## src/rtl/axi4_lite_regs.sv

```systemverilog
// AXI4-Lite CSR endpoint: N_RW read/write control words driven out on ctrl_o,
// plus N_RO read-only status words sampled from status_i.
module axi4_lite_regs #(
    parameter int ADDR_W = 32,
    parameter int DATA_W = 32,
    parameter int N_RW   = 8,
    parameter int N_RO   = 8
) (
    input  logic                   ACLK,
    input  logic                   ARESETn,

    input  logic                   AWVALID,
    output logic                   AWREADY,
    input  logic [ADDR_W-1:0]      AWADDR,
    input  logic [2:0]             AWPROT,

    input  logic                   WVALID,
    output logic                   WREADY,
    input  logic [DATA_W-1:0]      WDATA,
    input  logic                   WSTRB,

    output logic                   BVALID,
    input  logic                   BREADY,
    output logic                   BRESP,

    input  logic                   ARVALID,
    output logic                   ARREADY,
    input  logic [ADDR_W-1:0]      ARADDR,
    input  logic [2:0]             ARPROT,

    output logic                   RVALID,
    input  logic                   RREADY,
    output logic [DATA_W-1:0]      RDATA,
    output logic                   RRESP,

    output logic [N_RW*DATA_W-1:0] ctrl_o,
    input  logic [N_RO*DATA_W-1:0] status_i
);

    localparam int OFFS  = $clog2(DATA_W / 8);
    localparam int IDX_W = ADDR_W - OFFS;

    typedef logic [IDX_W-1:0] idx_t;

    logic              aw_full_q, aw_full_d;
    idx_t              aw_idx_q, aw_idx_d;
    logic              w_full_q, w_full_d;
    logic [DATA_W-1:0] w_data_q, w_data_d;
    logic              w_strb_q, w_strb_d;
    logic              bvalid_q, bvalid_d;
    logic              bresp_q, bresp_d;
    logic              rvalid_q, rvalid_d;
    logic [DATA_W-1:0] rdata_q, rdata_d;
    logic              rresp_q, rresp_d;
    logic [DATA_W-1:0] ctrl_q [N_RW];
    logic [DATA_W-1:0] ctrl_d [N_RW];

    logic aw_hs, w_hs, ar_hs, commit;
    idx_t ar_idx;

    // Protection bits and byte-offset address bits carry no meaning here.
    logic unused_ok;
    assign unused_ok = ^{AWPROT, ARPROT, AWADDR, ARADDR};

    // READYs are forced low while reset is asserted.
    assign AWREADY = ARESETn && !aw_full_q && !bvalid_q;
    assign WREADY  = ARESETn && !w_full_q && !bvalid_q;
    assign ARREADY = ARESETn && !rvalid_q;

    assign aw_hs  = AWVALID && AWREADY;
    assign w_hs   = WVALID && WREADY;
    assign ar_hs  = ARVALID && ARREADY;
    assign commit = aw_full_q && w_full_q && !bvalid_q;
    assign ar_idx = ARADDR[ADDR_W-1:OFFS];

    assign BVALID = bvalid_q;
    assign BRESP  = bresp_q;
    assign RVALID = rvalid_q;
    assign RDATA  = rdata_q;
    assign RRESP  = rresp_q;

    for (genvar g = 0; g < N_RW; g++) begin : g_ctrl
        assign ctrl_o[g*DATA_W +: DATA_W] = ctrl_q[g];
    end

    always_comb begin
        aw_full_d = aw_full_q;
        aw_idx_d  = aw_idx_q;
        w_full_d  = w_full_q;
        w_data_d  = w_data_q;
        w_strb_d  = w_strb_q;
        bvalid_d  = bvalid_q;
        bresp_d   = bresp_q;
        ctrl_d    = ctrl_q;

        if (aw_hs) begin
            aw_full_d = 1'b1;
            aw_idx_d  = AWADDR[ADDR_W-1:OFFS];
        end
        if (w_hs) begin
            w_full_d = 1'b1;
            w_data_d = WDATA;
            w_strb_d = WSTRB;
        end

        // Anything not matching an RW index (RO or unmapped) is an error with no side effect.
        if (commit) begin
            aw_full_d = 1'b0;
            w_full_d  = 1'b0;
            bvalid_d  = 1'b1;
            bresp_d   = 1'b1;
            for (int i = 0; i < N_RW; i++) begin
                if (aw_idx_q == idx_t'(i)) begin
                    bresp_d = 1'b0;
                    if (w_strb_q) begin
                        ctrl_d[i] = w_data_q;
                    end
                end
            end
        end else if (bvalid_q && BREADY) begin
            bvalid_d = 1'b0;
        end
    end

    // Reads sample ctrl_q before this edge's commit, so a same-edge write is not yet visible.
    always_comb begin
        rvalid_d = rvalid_q;
        rdata_d  = rdata_q;
        rresp_d  = rresp_q;

        if (ar_hs) begin
            rvalid_d = 1'b1;
            rdata_d  = '0;
            rresp_d  = 1'b1;
            for (int i = 0; i < N_RW; i++) begin
                if (ar_idx == idx_t'(i)) begin
                    rdata_d = ctrl_q[i];
                    rresp_d = 1'b0;
                end
            end
            for (int j = 0; j < N_RO; j++) begin
                if (ar_idx == idx_t'(N_RW + j)) begin
                    rdata_d = status_i[j*DATA_W +: DATA_W];
                    rresp_d = 1'b0;
                end
            end
        end else if (rvalid_q && RREADY) begin
            rvalid_d = 1'b0;
        end
    end

    always_ff @(posedge ACLK) begin
        if (!ARESETn) begin
            aw_full_q <= 1'b0;
            aw_idx_q  <= '0;
            w_full_q  <= 1'b0;
            w_data_q  <= '0;
            w_strb_q  <= 1'b0;
            bvalid_q  <= 1'b0;
            bresp_q   <= 1'b0;
            rvalid_q  <= 1'b0;
            rdata_q   <= '0;
            rresp_q   <= 1'b0;
            for (int i = 0; i < N_RW; i++) begin
                ctrl_q[i] <= '0;
            end
        end else begin
            aw_full_q <= aw_full_d;
            aw_idx_q  <= aw_idx_d;
            w_full_q  <= w_full_d;
            w_data_q  <= w_data_d;
            w_strb_q  <= w_strb_d;
            bvalid_q  <= bvalid_d;
            bresp_q   <= bresp_d;
            rvalid_q  <= rvalid_d;
            rdata_q   <= rdata_d;
            rresp_q   <= rresp_d;
            ctrl_q    <= ctrl_d;
        end
    end

endmodule

```

## config.mk

```make
export PLATFORM = sky130hd
export DESIGN_NAME = axi4_lite_regs
export DESIGN_NICKNAME = d
export VERILOG_FILES = /design/src/rtl/axi4_lite_regs.sv
export SDC_FILE = /design/constraint.sdc
export NUM_CORES = 1
export LEC_CHECK = 0
export CAP_MARGIN = 5
export CORE_AREA = 4 4 256 258
export DETAILED_ROUTE_END_ITERATION = 10
export DIE_AREA = 0 0 260 262
export GPL_ROUTABILITY_DRIVEN = 0
export PLACE_DENSITY_LB_ADDON = 0.12
export SLEW_MARGIN = 10
export SYNTH_ARGS = -nofsm -noshare
export SYNTH_HDL_FRONTEND = slang
export SYNTH_SLANG_ARGS = --single-unit
export TNS_END_PERCENT = 5
```

## constraint.sdc

```tcl
create_clock -name ACLK -period 3.5 [get_ports ACLK]
set_clock_uncertainty 0.05 [all_clocks]
set_input_delay 0.7 -clock ACLK [delete_from_list [all_inputs] [get_ports ACLK]]
set_output_delay 0.7 -clock ACLK [all_outputs]
set_load 0.05 [all_outputs]
```

### After elaboration in Yosys (flattened, before gate mapping)

Index checks and enable logic that the tools add are counted.

| storage, ports and cells | value |
|---|---|
| flip-flop bits (word level) | 357 |
| input bits | 366 |
| output and inout port bits | 295 |

| cells by class | value |
|---|---|
| bitwise operators | 1 |
| multiplexer cells | 44 |
| equal/unequal tests | 22 |
| reduce and logical (&&, ||, !) cells | 29 |

Operator list:

| operator | number |
|---|---|
| 2-to-1 mux 32 bit | 16 |
| equality test 30 x 3 -> 1 bit (second input constant) | 8 |
| equality test 30 x 4 -> 1 bit (second input constant) | 8 |
| equality test 30 x 2 -> 1 bit (second input constant) | 4 |
| equality test 30 x 1 -> 1 bit (second input constant) | 2 |
| logical NOT 30 bit | 2 |
| 2-to-1 mux 1 bit | 28 |
| AND reduction 3 bit | 8 |
| logical AND 1 bit | 12 |
| logical NOT 1 bit | 4 |
| nonzero test 2 bit | 2 |
| OR reduction 2 bit | 1 |
| inverter 1 bit | 1 |

### Depth between registers and ports, before layout

Gate-level depths: netlist (run 1).

| depth | value |
|---|---|
| depth after elaboration | 17 |
| depth in mapped cells | 11 |
| depth with buffers taken out | 7 |

### Worst setup path after synthesis (run 1)

OpenSTA, ideal clock, no wires.

| timing | value |
|---|---|
| kind | input-to-reg |
| from | input ARESETn |
| to | register rdata_q[18] (netlist: RDATA[18]) |
| arrival time | 2.966 ns |
| data required time | 3.364 ns |
| cell stages on the path | 8 |
| slack | 0.398 ns |
| cells stage by stage | clkbuf_1 > nor2b_1 > and2_1 > clkbuf_1 > clkbuf_1 > clkbuf_1 > o211ai_1 > a211oi_1 |

| between the ends | value |
|---|---|
| longest elaborated chain between the ends | 2 |

RTL lines:

| what | RTL line | source |
|---|---|---|
| start, declared | 10 | `input logic ARESETn,` |
| logical AND 1 bit | 68 | `assign ARREADY = ARESETn && !rvalid_q;` |
| named net ARREADY | 27 | `output logic ARREADY,` |
| logical AND 1 bit | 72 | `assign ar_hs = ARVALID && ARREADY;` |
| end signal, assigned | 176 | `rdata_q <= rdata_d;` |
| end, declared | 53 | `logic [DATA_W-1:0] rdata_q, rdata_d;` |

The timed path passes the listed nets, and every way through them passes these cells.
A chain may end at the register's enable or synchronous reset.

### Worst setup path after layout (run 1)

| timing | value |
|---|---|
| from | input ARADDR[7] |
| to | register rdata_q[26] (netlist: RDATA[26]) |

| between the ends | value |
|---|---|
| longest elaborated chain between the ends | 17 |

RTL lines:

| what | RTL line | source |
|---|---|---|
| start, declared | 28 | `input logic [ADDR_W-1:0] ARADDR,` |
| logical NOT 30 bit | 136 | `if (ar_idx == idx_t'(i)) begin` |
| 2-to-1 mux 32 bit (8 in series) | 136 |  |
| 2-to-1 mux 32 bit (7 in series) | 142 | `if (ar_idx == idx_t'(N_RW + j)) begin` |
| 2-to-1 mux 32 bit * | 142 |  |

Mark *: on every way between the ends. The rest lies on a longest branch, timed or not.

==> run_results.csv, run 1 <==
group,metric,value,unit
outcome,run_status,"complete, no violations",
sta,fmax,317.9,MHz
sta,period_minus_slack,3.145,ns
clock_tree,clk_pin_slew,0.06,ns
critical_path,worst_setup_path_start,"ARADDR[7]",
die,die_boundary_width,260,um
synthesis,yosys_warnings,0,
clock_tree,numClockSinks,357,
clock_tree,cts.repair_timing.setup_buffer_count,0,
sta,relSlewSlack,0.3434,
grt,grt_start_max_net_pins,244,
grt,grt.overflow.total,0,
grt,first_global_vias,20130,
die,floorplan.initialDensity,0.2970,
finish,instances_no_fill,3708,
routing,postRouteWirelength,106.4,mm
power,power_switching,0.002559,W
die,row_count,92,
die,ios,661,
routing,vias,19970,
synthesis,synthesis.nets,2486,
power,internal_power,0.007553,W
clock_tree,clock_tree.root_cell,"clkbuf_16",
synthesis,synth.mux.area_fraction,0.1752,
synthesis,yosysTopAreaCell,"dfxtp_1",
grt,overall_global_routing_resource_usage,0.2974,
die,floorplan.core_area,62970,um^2
synthesis,netlist.area_leader.share,0.3822,
routing,number_of_iterations_in_the_first_detailed_routing_pass,8,
place,detail_placement_hpwl,84.37,mm
die,dieArea,68120,um^2
synthesis,synth.lib_cells_used.distinct,75,
critical_path,path_max_fanout,18,
synthesis,synth_top_family_by_area,"simple AND/OR/NAND/NOR gates",
clock_tree,clock_network_latency_to_the_later_pin_of_the_worst_skew_pair,0.57,ns
power,power.switching_fraction,0.2530,
routing,drtIter0Drc,1518,
finish,finalCoreUtilization,0.4547,
clock_tree,tritoncts.num_buffers,43,
synthesis,ys_seq_area_frac,0.3822,
sta,worst_margin_pin_slew,0.9849,ns
synthesis,syn-cell-area,18700,um^2
power,combPwrFrac,0.115,
synthesis,synth_xor_area_frac,0,
critical_path,rrSetupSlack,0.90,ns
synthesis,synth-simple-area-share,0.2254,
critical_path,worst_setup_path_end_kind,"flop",
job,drv.max_cap_violation_count,0,
synthesis,avgSynthCellArea,8.821,um^2
critical_path,critPathArrivalTime,3.55,ns
synthesis,ys_top_cells_by_area,"dfxtp_1, mux2i_1, nor2b_1, nand2_1, clkbuf_1",
synthesis,synth-seq-cells,357,
place,dp_slack,-0.2567,ns
place,placed_cells_incl_taps,3598,
power,power.static_leakage,11.34,nW
clock_tree,ctsHoldBuffers,0,
sta,report.final.hold_viol_count,0,
finish,areaGrowthSynthToFinish,53.10,%
clock_tree,post_cts.resized_instances,0,
sta,max_slew_violation_total_from_the_final_report,0,
critical_path,cp.required,3.91,ns
sta,setup_viol,0,
hold_path,timing.hold.worst.start,"aw_idx_q[29]",
clock_tree,cts_tree,"done",
synthesis,fraction_of_the_mapped_netlist_area_in_adder_cells,0,
routing,post-route-drc-count,0,
critical_path,crit_type,"input port to flop",
synthesis,synthesis.instances,2120,
critical_path,start_kind,"input port",
grt,grt_pass1_wl,148.2,mm
sta,unrepaired_setup_endpoints_after_global_routing,"no",
synthesis,compound_cell_area_share_of_the_yosys_netlist,0.1732,
die,floorplan.die.height,262,um
finish,finish.net_count,3163,
sta,setup_slack,0.3545,ns
power,power_density,353.2,nW/um^2
synthesis,yosys-top-cells-count,"dfxtp_1, mux2i_1, nor2b_1, nand2_1, clkbuf_1",
clock_tree,cts_max_level,2,
finish,share_of_layout_cells_above_drive_strength_1,0.1139,
grt,antenna_found_initial,35,
power,vdd_drop_max,0.3390,mV
synthesis,synth-edff-count,0,
clock_tree,clock_path_buffers,3,
power,power_frac_seq,0.417,
sta,setup-tns-final,0,ns
synthesis,synthArstFlopShare,0,
critical_path,worst_r2r_startpoint,"BVALID",
synthesis,predominant_post_synthesis_flop_cell,"dfxtp_1",
routing,wirelength_per_cell,28.68,um
synthesis,synthMostInstantiatedCell,"dfxtp_1",
routing,vias_per_cell,5.386,
routing,postRouteAntennaNets,0,
power,pwr-share-clk,0.468,
place,port_buffers,650,
hold_path,hp-class,"flop to flop",
sta,post-route-period-util,0.8987,
critical path, stage by stage:
cell and delay (ns):
clkdlybuf4s50_1 0.42, or4_2 0.82, or4_1 0.65, buf_4 0.27, o2111ai_1 0.39, buf_4 0.23
a211oi_1 0.08
power groups by stage:
stage | clock network, W | logic (W) | registers (W)
after CTS | 0.00484 | 0.00116 | 0.00422
final | 0.00473 | 0.00116 | 0.00422
after detailed placement | 0 | 0.00115 | 0.00431
after floorplan | 0 | 0.000428 | 0.00431
after global routing | 0.00497 | 0.00123 | 0.00422
after global placement | 0 | 0.00115 | 0.00430
cell type report:
class | count | area (um^2)
Antenna cell | 35 | 87.58
Clock buffer | 54 | 1177
Clock inverter | 21 | 271.5
Fill cell | 6114 | 34340
Inverter | 7 | 26.28
Multi-Input combinational cell | 1560 | 10810
Sequential cell | 357 | 7147
Tap cell | 846 | 1059
Timing Repair Buffer | 828 | 8053
cell usage in the layout (no fill, tap or decap), types with 7 or more instances in the layout:
cell type	synthesis	final
nor4_4	5	8
inv_1	7	7
mux2_2	13	13
clkdlybuf4s50_1	0	643
nor3_1	16	15
a22oi_1	25	25
nand4_1	17	17
a21boi_0	64	64
o2111ai_1	14	14
clkbuf_16	0	43
a31oi_1	19	19
buf_12	0	18
nor2b_1	267	267
o221ai_1	31	31
a222oi_1	9	9
and3_1	19	18
a221o_1	12	12
o211ai_1	22	22
nor4_1	19	19
o22ai_1	38	38
dfxtp_1	357	357
mux4_2	7	7
mux2i_1	297	297
nor4_2	10	7
nand2_1	227	221
nand2b_1	15	15
buf_4	1	164
clkinv_2	0	10
o2bb2ai_1	7	7
o21ai_0	63	63
a221oi_1	11	11
nor2_1	104	102
a211oi_1	15	15
a21oi_1	65	65
diode_2	0	35
or4_1	8	7
o21ai_1	20	20
nand3_1	33	32
per-layer routing:
| layer | wire, um | global-route usage | vias up |
|---|---|---|---|
| met5 | 29 | 0 | - |
| met4 | 6030 | 0.1685 | 4 |
| met3 | 9639 | 0.08528 | 228 |
| met2 | 49580 | 0.4855 | 929 |
| met1 | 41080 | 0.3517 | 9768 |
| li1 | - | - | 9043 |
logic make-up after synthesis:
kind of cell / Yosys count
AOI/OAI and AO/OA: 465
buffers and inverters: 203
DFF: 357
muxes: 317
and+or+nand+nor: 778
sequential cells by signal, indices dropped and copies added (netlist names):
register and flops:
BVALID 1, ctrl_o 256, RVALID 1, BRESP 1, aw_full_q 1, aw_idx_q 30, RDATA 32, w_full_q 1
w_strb_q 1, w_data_q 32, RRESP 1
per-stage QoR:
stage	instance area (um^2)	power, W	hold slack (ns)
after floorplan	18700	0.004739	0.3931
after global placement	27090	0.005453	0.4037
after detailed placement	27090	0.005461	0.4115
after CTS	28540	0.01022	0.3749
after global routing	28620	0.01042	0.4103
final	28630	0.01011	0.4145
path summary, 6_finish.rpt:
kind,end,cells past startpoint
worst max register to register,ctrl_o[247],8
worst min-delay path,aw_idx_q[29],2
worst max-delay path,RDATA[26],7
worst min register to register,aw_idx_q[29],2
Power figures use the tool's default switching activity.
==> run 2: changes to the inputs <==
--- a/config.mk
+++ b/config.mk
@@ -9,6 +9,7 @@
 export CORE_AREA = 4 4 256 258
 export DETAILED_ROUTE_END_ITERATION = 10
 export DIE_AREA = 0 0 260 262
+export DONT_BUFFER_PORTS = 1
 export GPL_ROUTABILITY_DRIVEN = 0
 export PLACE_DENSITY_LB_ADDON = 0.12
 export SLEW_MARGIN = 10
==> run 2 against run 1 <==
- fmax rose by 6.0%
- sequential share of layout area rose by 8.2 points
- die area did not move
- via count fell by 14%
- worst setup slack improved by 0.18 ns
- critical endpoint is now RDATA[15]
- largest power group unchanged
==> run_results.csv, run 2 (same netlist as run 1, synthesis figures left out) <==
group,metric,value,unit
outcome,run_status,"complete, no violations",
hold_path,holdPathStages,1,
finish,areaGrowthSynthToFinish,15.36,%
sta,fmax,337.0,MHz
finish,final_common_cell,"dfxtp_1",
place,detail_placement_hpwl,79.82,mm
grt,antenna_found_initial,28,
sta,max_slew_violation_total_from_the_final_report,0,
die,floorplan.initialDensity,0.2970,
power,combPwrFrac,0.048,
die,die_boundary_width,260,um
critical_path,worst_setup_path_end_kind,"flop",
sta,period_minus_slack,2.967,ns
die,dieArea,68120,um^2
finish,finalCoreUtilization,0.3426,
grt,grt.overflow.total,0,
die,row_count,92,
grt,first_global_vias,16940,
routing,postRouteAntennaNets,0,
clock_tree,clock_network_latency_to_the_later_pin_of_the_worst_skew_pair,0.58,ns
clock_tree,cts.repair_timing.setup_buffer_count,0,
finish,finish.net_count,2460,
power,power_density,439.4,nW/um^2
clock_tree,post_cts.resized_instances,0,
routing,number_of_iterations_in_the_first_detailed_routing_pass,7,
sta,timing.hold.ws,0.2054,ns
clock_tree,clock_path_buffers,3,
power,power.switching_fraction,0.2527,
sta,post-route-period-util,0.8478,
power,internal_power,0.007083,W
critical_path,crit_type,"input port to flop",
hold_path,hp-class,"input port to flop",
power,power_frac_seq,0.454,
clock_tree,clock_tree.root_cell,"clkbuf_16",
place,dpl_cell_area,20030,um^2
clock_tree,cts_tree,"done",
sta,report.final.hold_viol_count,0,
routing,post-route-drc-count,0,
finish,final_design_area_no_fill,21570,um^2
sta,setup_viol,0,
grt,overall_global_routing_resource_usage,0.2878,
critical_path,critPathArrivalTime,3.44,ns
routing,postRouteWirelength,103.9,mm
routing,wirelength_per_cell,34.61,um
sta,unrepaired_setup_endpoints_after_global_routing,"no",
finish,instances_no_fill,3002,
critical_path,worst_r2r_path_depth,8,
power,design_power_total,0.009478,W
sta,relSlewSlack,0.02723,
routing,vias,17270,
place,port_buffers,0,
finish,flip_flop_count_of_the_largest_register_after_layout,256,
clock_tree,clk_pin_slew,0.06,ns
job,drv.max_cap_violation_count,0,
die,floorplan.core_area,62970,um^2
clock_tree,tritoncts.num_buffers,44,
clock_tree,ctsHoldBuffers,0,
power,power_switching,0.002395,W
finish,mostFrequentLayoutCells,"dfxtp_1, mux2i_1, nor2b_1",
power,vdd_drop_max,0.2875,mV
grt,grt_pass1_wl,140.1,mm
power,pwr-share-clk,0.498,
die,ios,661,
power,power.static_leakage,8.646,nW
critical_path,path_max_fanout,12,
routing,drtIter0Drc,1471,
clock_tree,numClockSinks,357,
critical_path,cp.required,3.97,ns
critical_path,start_kind,"input port",
finish,share_of_layout_cells_above_drive_strength_1,0.1231,
sta,worst_margin_pin_slew,1.459,ns
routing,vias_per_cell,5.751,
clock_tree,cts_max_level,2,
place,placed_cells_incl_taps,2894,
die,floorplan.die.height,262,um
grt,grt_start_max_net_pins,361,
## run 2: power groups by stage
stage          combinational, W  sequential, W  clock [W]
3_3_place_gp           0.000446        0.00439          0
6_report               0.000458        0.00430    0.00472
5_1_grt                0.000486        0.00431    0.00495
2_1_floorplan          0.000428        0.00431          0
4_1_cts                0.000453        0.00430    0.00483
3_5_place_dp           0.000452        0.00439          0
## run 2: worst paths after layout
check / start / slack, ns / end
worst max register to register: ctrl_o[22] / 0.86 / RDATA[22]
worst min-delay path: ARVALID / 0.21 / RVALID
worst min register to register: aw_idx_q[11] / 0.42 / aw_idx_q[11]
worst max-delay path: ARADDR[7] / 0.53 / RDATA[15]
## run 2: cell type report
type,instances,area (um^2)
Antenna cell,27,67.56
Clock buffer,68,1321
Clock inverter,13,148.9
Fill cell,6650,41390
Inverter,7,26.28
Multi-Input combinational cell,1560,10810
Sequential cell,357,7147
Tap cell,846,1059
Timing Repair Buffer,124,993.5
## run 2: critical path, cell delays in order
cell	delay (ns)
or4_2	0.77
buf_4	0.27
nor4_1	0.72
buf_4	0.24
a221oi_1	0.08
o32a_1	0.49
o21ai_1	0.15
## run 2: through the flow
step | setup WS, ns | setup TNS [ns]
CTS | 0.5747 | 0
detailed placement | -0.02835 | -0.04181
floorplan | 0.3981 | 0
global route | 0.5471 | 0
finish | 0.5327 | 0
global placement | -0.04151 | -0.06257
## run 2: per-layer routing
metal	vias to the layer above	GRT usage	share of wire
met5	-	0	0.00013
met4	2	0.1340	0.054
met3	210	0.09714	0.092
met2	857	0.4757	0.46
met1	8559	0.3378	0.39
li1	7638	-	-
